<file path="src/rtl/glb_cfg_ring_master.sv">
// Initiator of the GLB tile config ring: turns single host register requests into ring strobes.
// Optional read timeout is enabled by defining GLB_CFG_MASTER_TIMEOUT_EN.
module glb_cfg_ring_master #(
    parameter int unsigned AXI_DATA_WIDTH      = 32,
    parameter int unsigned AXI_BYTE_OFFSET     = 2,
    parameter int unsigned REG_ADDR_WIDTH      = 6,
    parameter int unsigned TILE_SEL_ADDR_WIDTH = 4,
    parameter int unsigned NUM_GLB_TILES       = 16,
    parameter int unsigned CFG_ADDR_WIDTH      = AXI_BYTE_OFFSET + REG_ADDR_WIDTH +
                                                 TILE_SEL_ADDR_WIDTH,
    parameter int unsigned RD_TIMEOUT          = 64
) (
    input  logic                      clk,
    input  logic                      reset,
    // Host request
    input  logic                      req_valid,
    output logic                      req_ready,
    input  logic                      req_write,
    input  logic [CFG_ADDR_WIDTH-1:0] req_addr,
    input  logic [AXI_DATA_WIDTH-1:0] req_wdata,
    // Host response
    output logic                      rsp_valid,
    input  logic                      rsp_ready,
    output logic [AXI_DATA_WIDTH-1:0] rsp_rdata,
    output logic                      rsp_err,
    // Ring, west port of tile 0
    output logic                      cfg_wr_en,
    output logic [CFG_ADDR_WIDTH-1:0] cfg_wr_addr,
    output logic [AXI_DATA_WIDTH-1:0] cfg_wr_data,
    output logic                      cfg_rd_en,
    output logic [CFG_ADDR_WIDTH-1:0] cfg_rd_addr,
    output logic                      cfg_wr_clk_en,
    output logic                      cfg_rd_clk_en,
    input  logic [AXI_DATA_WIDTH-1:0] cfg_rd_data,
    input  logic                      cfg_rd_data_valid
);

    typedef enum logic [1:0] {
        StIdle,
        StIssue,
        StRdWait,
        StRsp
    } state_e;

    state_e state;
    logic   write_q;

    logic [TILE_SEL_ADDR_WIDTH-1:0] req_tile;
    logic                           req_legal;

    assign cfg_wr_clk_en = 1'b1;
    assign cfg_rd_clk_en = 1'b1;

    always_comb begin
        req_tile  = req_addr[AXI_BYTE_OFFSET+REG_ADDR_WIDTH +: TILE_SEL_ADDR_WIDTH];
        req_legal = (32'(req_tile) < NUM_GLB_TILES) &&
                    (req_addr[AXI_BYTE_OFFSET-1:0] == '0);
    end

`ifdef GLB_CFG_MASTER_TIMEOUT_EN
    localparam int unsigned CNT_WIDTH = $clog2(RD_TIMEOUT + 1);
    localparam logic [CNT_WIDTH-1:0] CNT_MAX = CNT_WIDTH'(RD_TIMEOUT);

    logic [CNT_WIDTH-1:0] rd_cnt;
`else
    // Without the timeout a hung read is only cleared by reset.
    logic unused_rd_timeout;
    assign unused_rd_timeout = ^RD_TIMEOUT;
`endif

    always_ff @(posedge clk) begin
        if (reset) begin
            state       <= StIdle;
            write_q     <= 1'b0;
            req_ready   <= 1'b1;
            rsp_valid   <= 1'b0;
            rsp_rdata   <= '0;
            rsp_err     <= 1'b0;
            cfg_wr_en   <= 1'b0;
            cfg_wr_addr <= '0;
            cfg_wr_data <= '0;
            cfg_rd_en   <= 1'b0;
            cfg_rd_addr <= '0;
`ifdef GLB_CFG_MASTER_TIMEOUT_EN
            rd_cnt      <= '0;
`endif
        end else begin
            case (state)
                StIdle: begin
                    if (req_valid && req_ready) begin
                        req_ready <= 1'b0;
                        write_q   <= req_write;
                        if (req_legal) begin
                            // Strobes are registered here so they are high during StIssue.
                            state <= StIssue;
                            if (req_write) begin
                                cfg_wr_en   <= 1'b1;
                                cfg_wr_addr <= req_addr;
                                cfg_wr_data <= req_wdata;
                            end else begin
                                cfg_rd_en   <= 1'b1;
                                cfg_rd_addr <= req_addr;
                            end
                        end else begin
                            state     <= StRsp;
                            rsp_valid <= 1'b1;
                            rsp_err   <= 1'b1;
                            rsp_rdata <= '0;
                        end
                    end
                end

                StIssue: begin
                    cfg_wr_en   <= 1'b0;
                    cfg_wr_addr <= '0;
                    cfg_wr_data <= '0;
                    cfg_rd_en   <= 1'b0;
                    cfg_rd_addr <= '0;
                    if (write_q) begin
                        state     <= StRsp;
                        rsp_valid <= 1'b1;
                        rsp_err   <= 1'b0;
                        rsp_rdata <= '0;
                    end else begin
                        state  <= StRdWait;
`ifdef GLB_CFG_MASTER_TIMEOUT_EN
                        rd_cnt <= '0;
`endif
                    end
                end

                StRdWait: begin
                    if (cfg_rd_data_valid) begin
                        state     <= StRsp;
                        rsp_valid <= 1'b1;
                        rsp_err   <= 1'b0;
                        rsp_rdata <= cfg_rd_data;
                    end
`ifdef GLB_CFG_MASTER_TIMEOUT_EN
                    else if (rd_cnt == CNT_MAX) begin
                        state     <= StRsp;
                        rsp_valid <= 1'b1;
                        rsp_err   <= 1'b1;
                        rsp_rdata <= '0;
                    end else begin
                        rd_cnt <= rd_cnt + 1'b1;
                    end
`endif
                end

                StRsp: begin
                    if (rsp_ready) begin
                        state     <= StIdle;
                        rsp_valid <= 1'b0;
                        rsp_err   <= 1'b0;
                        rsp_rdata <= '0;
                        req_ready <= 1'b1;
                    end
                end

                default: state <= StIdle;
            endcase
        end
    end

endmodule
</file>
<file path="config.mk">
export PLATFORM = sky130hd
export DESIGN_NAME = glb_cfg_ring_master
export DESIGN_NICKNAME = d
export VERILOG_FILES = /design/src/rtl/glb_cfg_ring_master.sv
export SDC_FILE = /design/constraint.sdc
export NUM_CORES = 1
export LEC_CHECK = 0
export BUFFER_PORTS_ARGS = -buffer_cell sky130_fd_sc_hd__buf_2
export CORE_UTILIZATION = 43
export DETAILED_ROUTE_END_ITERATION = 8
export PLACE_DENSITY = 0.81
export SYNTH_ARGS = -nofsm -noshare
export SYNTH_HDL_FRONTEND = slang
export SYNTH_SLANG_ARGS = --single-unit
export TNS_END_PERCENT = 5
</file>
<file path="constraint.sdc">
create_clock -name clk -period 2.1 [get_ports clk]
set_clock_uncertainty 0.2 [all_clocks]
set_input_delay 0.42 -clock clk [delete_from_list [all_inputs] [get_ports clk]]
set_output_delay 0.42 -clock clk [all_outputs]
set_load 0.05 [all_outputs]
</file>
Yosys cells after proc, flatten, opt, wreduce, memory -nomap -nowiden --
Cells that the tools add are included.
Word-level totals: flip-flop bits (word level) 96, logic and storage cells 77
Operators by class: mux-type cells 44, eq/ne operators 11, reduce and logical (&&, ||, !) cells 11
Operator list (number):
- $mux 32 | 8
- $pmux 32 s4 | 1
- $mux 12 | 6
- $pmux 32 s2 | 1
- $pmux 12 s2 | 2
- $mux 1 | 16
- $ne 2x2->1 const B | 8
- $mux 2 | 4
- $pmux 1 s4 | 2
- $pmux 2 s4 | 1
- $reduce_and 4->1 | 2
- $pmux 1 s2 | 3
- $reduce_and 3->1 | 2
- $reduce_and 5->1 | 1
- $eq 2x2->1 const B | 2
- $logic_not 2->1 | 2
- $reduce_bool 2->1 | 2
- $eq 2x1->1 const B | 1
- $reduce_and 2->1 | 1
- $logic_and 1x1->1 | 1

Logic depth before layout (Yosys ltp) --
Gate-level depths: netlist of the first run.
word-level depth 4, mapped depth 9, mapped depth without buffers 6

Worst setup path before layout of the first run --
Ideal clock, no wire load.
path kind reg-to-reg, start reg state[0], end reg cfg_rd_addr[10], cell stages (with the launch flop) 9, buffers on the path 2, required time 1772 ps, setup slack -220 ps, arrival time 1992 ps, path through dfxtp_1 > inv_1 > ha_1 > buf_2 > a21boi_2 > a2111oi_4 > buf_6 > mux2i_1 > nor2_1
On the way: longest elaborated chain between the ends 3, elaborated cells on any way between the ends 8, classes of those cells eq/ne (4); mux (1); reduce/logical (3)
Ends and longest elaborated chain:
- start: declaration | line 45 | state_e state;
- start signal: assignment | line 73 | state <= StIdle;
- start signal: assignment | line 95 | state <= StIssue;
- start signal: assignment | line 105 | state <= StRsp;
- $logic_not 2->1 or $eq 2x1->1 (tied branches) | line 88 | case (state)
- $ne 2x2->1 (no line) or $reduce_bool 2->1 (tied branches)
- $reduce_and 4->1 (no line)
- end signal: assignment | line 102 | cfg_rd_addr <= req_addr;
- end: declaration | line 31 | output logic [CFG_ADDR_WIDTH-1:0] cfg_rd_addr,
Parallel ways exist; a longest one is shown, timed or not. A chain may end at the register's enable or synchronous reset.

Worst setup path after layout of the first run --
start reg state[1], end reg cfg_wr_en
On the way: longest elaborated chain between the ends 3, elaborated cells on any way between the ends 8, classes of those cells eq/ne (4); mux (1); reduce/logical (3)
Ends and longest elaborated chain:
- $eq 2x1->1 or $logic_not 2->1 (tied branches) | line 88
- $reduce_bool 2->1 (no line) or $ne 2x2->1 (tied branches)
- $reduce_and 4->1 (no line)
- end signal: assignment | line 79 | cfg_wr_en <= 1'b0;
- end signal: assignment | line 97 | cfg_wr_en <= 1'b1;
- end signal: assignment | line 114 | cfg_wr_en <= 1'b0;
- end: declaration | line 27 | output logic cfg_wr_en,
Parallel ways exist; a longest one is shown, timed or not.

==> flow_metrics.env, run 1 <==
export IMPL_r2r_start="state[1]"
export IMPL_dieArea_mm2=0.00967
export IMPL_antenna_found_initial=0
export IMPL_initial_core_util=0.451
export IMPL_worst_setup_path_type="reg -> reg"
export IMPL_core_area_mm2=0.00885
export IMPL_crit_required_ns=2.17
export IMPL_clock_fmax_ghz=0.470
export IMPL_synth_top_cell_by_area="dfxtp_1"
export IMPL_start_kind="flip-flop"
export IMPL_clock_path_buffers=2
export IMPL_cts_made_buffers=9
export IMPL_period_share=1.01
export IMPL_synth_seq_cells=96
export IMPL_p_int_uw=4200
export IMPL_cts_tree="built"
export IMPL_vias_per_cell=5.15
export IMPL_finalSetupViolCount=5
export IMPL_path_buf_inv=3
export IMPL_dp_slack_ns=-0.00618
export IMPL_io_pins=177
export IMPL_cp_slowest_stage_delay_ns=0.41
export IMPL_hold_slack_ns=0.0976
export IMPL_critPathArrivalTime_ns=2.20
export IMPL_die_h_um=98.4
export IMPL_grt_pass1_vias=3492
export IMPL_nets=709
export IMPL_grt_usage=0.205
export IMPL_critical_path_cell_chain="inv_4 > ha_4 > or3b_4 > a221oi_4 > buf_6 > buf_12 > nor2_1 > a211oi_1"
export IMPL_min_path_type="in -> reg"
export IMPL_fin_ws_ns=-0.0295
export IMPL_comb_power_share=0.497
export IMPL_grt_pass1_wl_um=16300
export IMPL_crit_fanout=15
export IMPL_syn_avg_cell_area_um2=8.85
export IMPL_min_from="cfg_rd_data[0]"
export IMPL_seq_power_share=0.309
export IMPL_antenna_left=0
export IMPL_synth_top_area_share=0.481
export IMPL_grt_max_degree=47
export IMPL_pwr_share_clk=0.195
export IMPL_vias=3775
export IMPL_cp_slowest_cell="or3b_4"
export IMPL_path_delay_family="compound AO/OA/AOI/OAI gates"
export IMPL_dr_pass1_iters=8
export IMPL_fin_crit_ns=2.13
export IMPL_power_density_mw_per_mm2=1370
export IMPL_power_leakage_uw=0.00238
export IMPL_syn_to_final_growth_pct=35.6
export IMPL_worstSkewPairLatency_ns=0.35
export IMPL_synthCells=451
export IMPL_route_detailed_wl_per_inst_um=14.3
export IMPL_grt_ovfl_total=0
export IMPL_synth_cell_types=32
export IMPL_port_buffers=174
export IMPL_holdBufCountCts=0
export IMPL_rsz0062_at_grt="yes"
export IMPL_drt_wl_total_um=10500
export IMPL_antennaDiodeCount=0
export IMPL_violations="DRC, setup timing"
export IMPL_p_sw_frac=0.435
export IMPL_power_switching_uw=3230
export IMPL_cts_sinks=96
export IMPL_ys_seq_area_frac=0.481
export IMPL_h_tree_depth=3
export IMPL_cts_root_buf="clkbuf_8"
export IMPL_clkTransAtPathRegs_ns=0.10
export IMPL_report_final_slew_viol_count=0
export IMPL_drtIter0Drc=113
export IMPL_post_dp_hpwl_um=7350
export IMPL_die_w_um=98.4
export IMPL_place_congestion=0.758
export IMPL_netlist_area_mm2=0.00399
export IMPL_ys_warn_count=0
export IMPL_ff2ff_setup_slack_ns=-0.03
export IMPL_status="finished with violations"
export IMPL_drc_errors=12
export IMPL_hold_viol_final=0
export IMPL_placementRows=34
export IMPL_cp_end_kind="flip-flop"
export IMPL_ir_worst_vdd_mv=0.742
export IMPL_cap_violations=0
export IMPL_drive_gt1_frac=0.378
export IMPL_synthTopCellsByArea="dfxtp_1 48%, nand3b_1 6.4%, a21oi_1 6.1%, nand2b_1 5.6%, nand2_1 5.2%"
export IMPL_cp_startpoint="state[1]"
Yosys cell counts (all sizes together):
cell type / instances
conb: 1
o21a: 1
clkbuf: 29
a21oi: 49
nor2b: 11
and2: 1
o21ai: 33
a221o: 1
mux2i: 12
a2111oi: 1
nor3b: 2
nand3: 1
a211oi: 3
nand3b: 34
a21o: 2
buf: 14
nand2: 55
nand4b: 1
ha: 6
o21bai: 1
nand2b: 36
a221oi: 2
a21boi: 2
dfxtp: 96
nand4: 32
or3b: 1
nor2: 17
inv: 7
power by group through the flow:
stage | sequential (µW) | clock [µW] | combinational, µW
3_3_place_gp | 2310 | 0 | 3480
2_1_floorplan | 3230 | 0 | 1670
4_1_cts | 2290 | 1470 | 3550
5_1_grt | 2330 | 1540 | 3940
3_5_place_dp | 2330 | 0 | 3550
6_report | 2290 | 1440 | 3690
layer usage:
layer	part of all wire	track usage	vias to the layer above
met5	0	0	-
met2	0.49	0.358	141
li1	-	-	1884
met1	0.42	0.246	1743
met4	0.0062	0.0436	0
met3	0.082	0.0680	7
cell families after synthesis:
kind of cell    after synthesis  share of synthesized area
other cells                   1                   0.000939
simple gates                191                      0.267
compound gates               95                      0.140
fa+ha+maj                     6                     0.0188
flops                        96                      0.481
buf+inv                      50                     0.0620
mux                          12                     0.0301
path summary, 6_finish.rpt:
path | endpoint | cells past startpoint
max | cfg_wr_en | 8
min | rsp_rdata[0] | 3
max reg2reg | cfg_wr_en | 8
min reg2reg | cfg_wr_data[26] | 2
what timing repair did:
action	CTS	global route
setup endpoints to repair	7	61
buffers inserted	0	5
hold endpoints to repair	0	0
pin swaps	1	9
resized for setup	0	14
gates cloned	0	1
layout by cell type, fill, tap and decap left out, types with 17 or more instances in the layout:
cell / count
a21oi_1: 42
buf_2: 174
buf_4: 18
dfxtp_1: 94
nand2_1: 55
nand2b_1: 36
nand3b_1: 34
nand4_1: 32
nor2_1: 17
o21ai_1: 27
flip-flops by register name, summed over array words and instances, names as in the netlist:
signal       cells
cfg_wr_data     32
rsp_rdata       32
cfg_rd_addr     12
cfg_wr_addr     12
state            2
cfg_rd_en        1
cfg_wr_en        1
req_ready        1
rsp_err          1
rsp_valid        1
write_q          1
worst register-to-register path: cells and delay by family, from the launching register on:
family	cells	cell delay [ns]
buffers and inverters	3	0.38
AND/OR/NAND/NOR	2	0.46
adder cells (fa/ha/maj)	1	0.15
AO/OA/AOI/OAI	2	0.49
flip-flops	1	0.38
metrics by stage:
stage               power (µW)  std cells  setup TNS [ns]  area (µm²)  utilization
floorplan                 4910        452          -0.722        4040            -
global placement          5780        712               0        5070        0.573
detailed placement        5880        712        -0.00618        5070        0.573
CTS                       7310        727               0        5310        0.600
global route              7810        733           -3.23        5420        0.612
finish                    7430        733         -0.0780        5420        0.612
cell type report:
cell class	instances	area [µm²]
Multi-Input combinational cell	306	1900
Fill cell	791	3430
Tap cell	108	135
Clock inverter	6	115
Clock buffer	9	124
Timing Repair Buffer	201	1180
Sequential cell	96	1930
Inverter	7	31.3
No activity file was read; power rests on OpenSTA's default activity.
==> run 2, diff against run 1 <==
==> constraint.sdc (replaced) <==
create_clock -name clk -period 1.8 [get_ports clk]
set_clock_uncertainty 0.2 [all_clocks]
set_input_delay 0.36 -clock clk [delete_from_list [all_inputs] [get_ports clk]]
set_output_delay 0.36 -clock clk [all_outputs]
set_load 0.05 [all_outputs]
==> run 2 against run 1 <==
The run still ends with DRC, setup timing left. Largest cell class unchanged. Clock power grew 5%. Global-route usage grew 1.3 points. Register-to-register slack lost 0.26 ns. Final area grew 1.8%. Worst setup slack lost 0.26 ns. Flip-flop and latch count is the same. Utilization grew 1.1 points. Combinational power grew 23%. Critical path depth is the same. Largest power group unchanged.
==> flow_metrics.env, run 2 (synthesized netlist as in run 1, its figures left out) <==
export IMPL_status="finished with violations"
export IMPL_violations="DRC, setup timing"
export IMPL_h_tree_depth=3
export IMPL_fin_ws_ns=-0.292
export IMPL_fin_crit_ns=2.09
export IMPL_cp_end_kind="flip-flop"
export IMPL_clock_fmax_ghz=0.478
export IMPL_final_cell_area_mm2=0.00552
export IMPL_antennaDiodeCount=0
export IMPL_power_density_mw_per_mm2=1580
export IMPL_final_common_cell="buf_2"
export IMPL_grt_pass1_wl_um=16800
export IMPL_cts_sinks=96
export IMPL_period_share=1.16
export IMPL_final_util=0.623
export IMPL_clock_path_buffers=2
export IMPL_power_leakage_uw=0.00244
export IMPL_dp_slack_ns=-0.268
export IMPL_die_h_um=98.4
export IMPL_nets=718
export IMPL_io_pins=177
export IMPL_die_w_um=98.4
export IMPL_place_congestion=0.765
export IMPL_placementRows=34
export IMPL_grt_usage=0.218
export IMPL_route_detailed_wl_per_inst_um=14.1
export IMPL_mostFrequentLayoutCells="174 x buf_2, 94 x dfxtp_1, 54 x nand2_1"
export IMPL_grt_ovfl_total=0
export IMPL_drive_gt1_frac=0.393
export IMPL_min_path_type="in -> reg"
export IMPL_port_buffers=174
export IMPL_hold_viol_final=0
export IMPL_worst_setup_path_type="reg -> reg"
export IMPL_crit_required_ns=1.88
export IMPL_cap_violations=0
export IMPL_clkTransAtPathRegs_ns=0.09
export IMPL_antenna_found_initial=0
export IMPL_worstSkewPairLatency_ns=0.34
export IMPL_ff2ff_setup_slack_ns=-0.29
export IMPL_cts_root_buf="clkbuf_8"
export IMPL_setup_tns_ns=-18.65
export IMPL_core_area_mm2=0.00885
export IMPL_grt_max_degree=50
export IMPL_initial_core_util=0.451
export IMPL_report_final_slew_viol_count=0
export IMPL_dr_pass1_iters=6
export IMPL_cts_made_buffers=9
export IMPL_dieArea_mm2=0.00967
export IMPL_crit_fanout=15
export IMPL_finalPower_uw=8700
export IMPL_grt_pass1_vias=3549
export IMPL_post_dp_hpwl_um=7250
export IMPL_ir_worst_vdd_mv=0.823
export IMPL_reg_top3="cfg_wr_data x32, rsp_rdata x32"
export IMPL_fillCellCount=798
export IMPL_vias_per_cell=5.13
export IMPL_syn_to_final_growth_pct=38.1
export IMPL_antenna_left=0
export IMPL_critPathArrivalTime_ns=2.18
export IMPL_cts_tree="built"
export IMPL_drc_errors=14
export IMPL_vias=3806
export IMPL_placed_area_mm2=0.00514
export IMPL_finalSetupViolCount=93
export IMPL_drt_wl_total_um=10500
export IMPL_rsz0062_at_grt="yes"
export IMPL_start_kind="flip-flop"
export IMPL_drtIter0Drc=115
-- run 2: metal layers --
layer  wire [µm]  up-vias  GRT usage
li1            -     1890          -
met1        4350     1776      0.252
met2        5170      132      0.389
met3         845        8     0.0737
met4          95        0     0.0482
met5           0        -          0
-- run 2: power by group --
group          switching, µW  internal (µW)
Combinational           2890           1650
Sequential               183           2470
Clock                    732            779
Total                   3800           4900
-- run 2: area by class of cell --
cell class              count  area [µm²]  share of cell area
clock buffers              10         128              0.0231
clock inverters             5        81.3              0.0147
inverters                   7        28.8             0.00522
multi-input cells         306        1920               0.348
flip-flops and latches     96        1930               0.349
well taps                 108         135              0.0245
repair buffers            210        1300               0.235
-- run 2: critical path: stages, from the launching register on --
cell      delay (ns)
dfxtp_4         0.36
inv_4           0.07
ha_4            0.14
or3b_4          0.41
a221oi_4        0.31
buf_4           0.20
buf_16          0.14
nand3b_1        0.08
a21oi_1         0.12
-- run 2: per-stage QoR --
step / instances / hold slack [ns]
2_1_floorplan: 452 / 0.286
3_5_place_dp: 720 / 0.245
5_1_grt: 742 / 0.0381
6_report: 742 / 0.0402
3_3_place_gp: 720 / 0.238
4_1_cts: 741 / 0.0238
-- run 2: final timing paths --
kind | to | from | depth (start not counted)
max | cfg_wr_data[2] | state[0] | 8
min | rsp_rdata[19] | cfg_rd_data[19] | 3
max reg2reg | cfg_wr_data[2] | state[0] | 8
min reg2reg | cfg_wr_data[22] | cfg_wr_data[22] | 2
-- run 2: what timing repair did --
| item | 4_1_cts | 5_1_grt |
|---|---|---|
| buffers inserted | 4 | 1 |
| hold buffers | 0 | 0 |
| resized for setup | 19 | 11 |
| endpoints found under the setup margin | 94 | 94 |
| cloned | 2 | 0 |
| pin swaps | 12 | 10 |
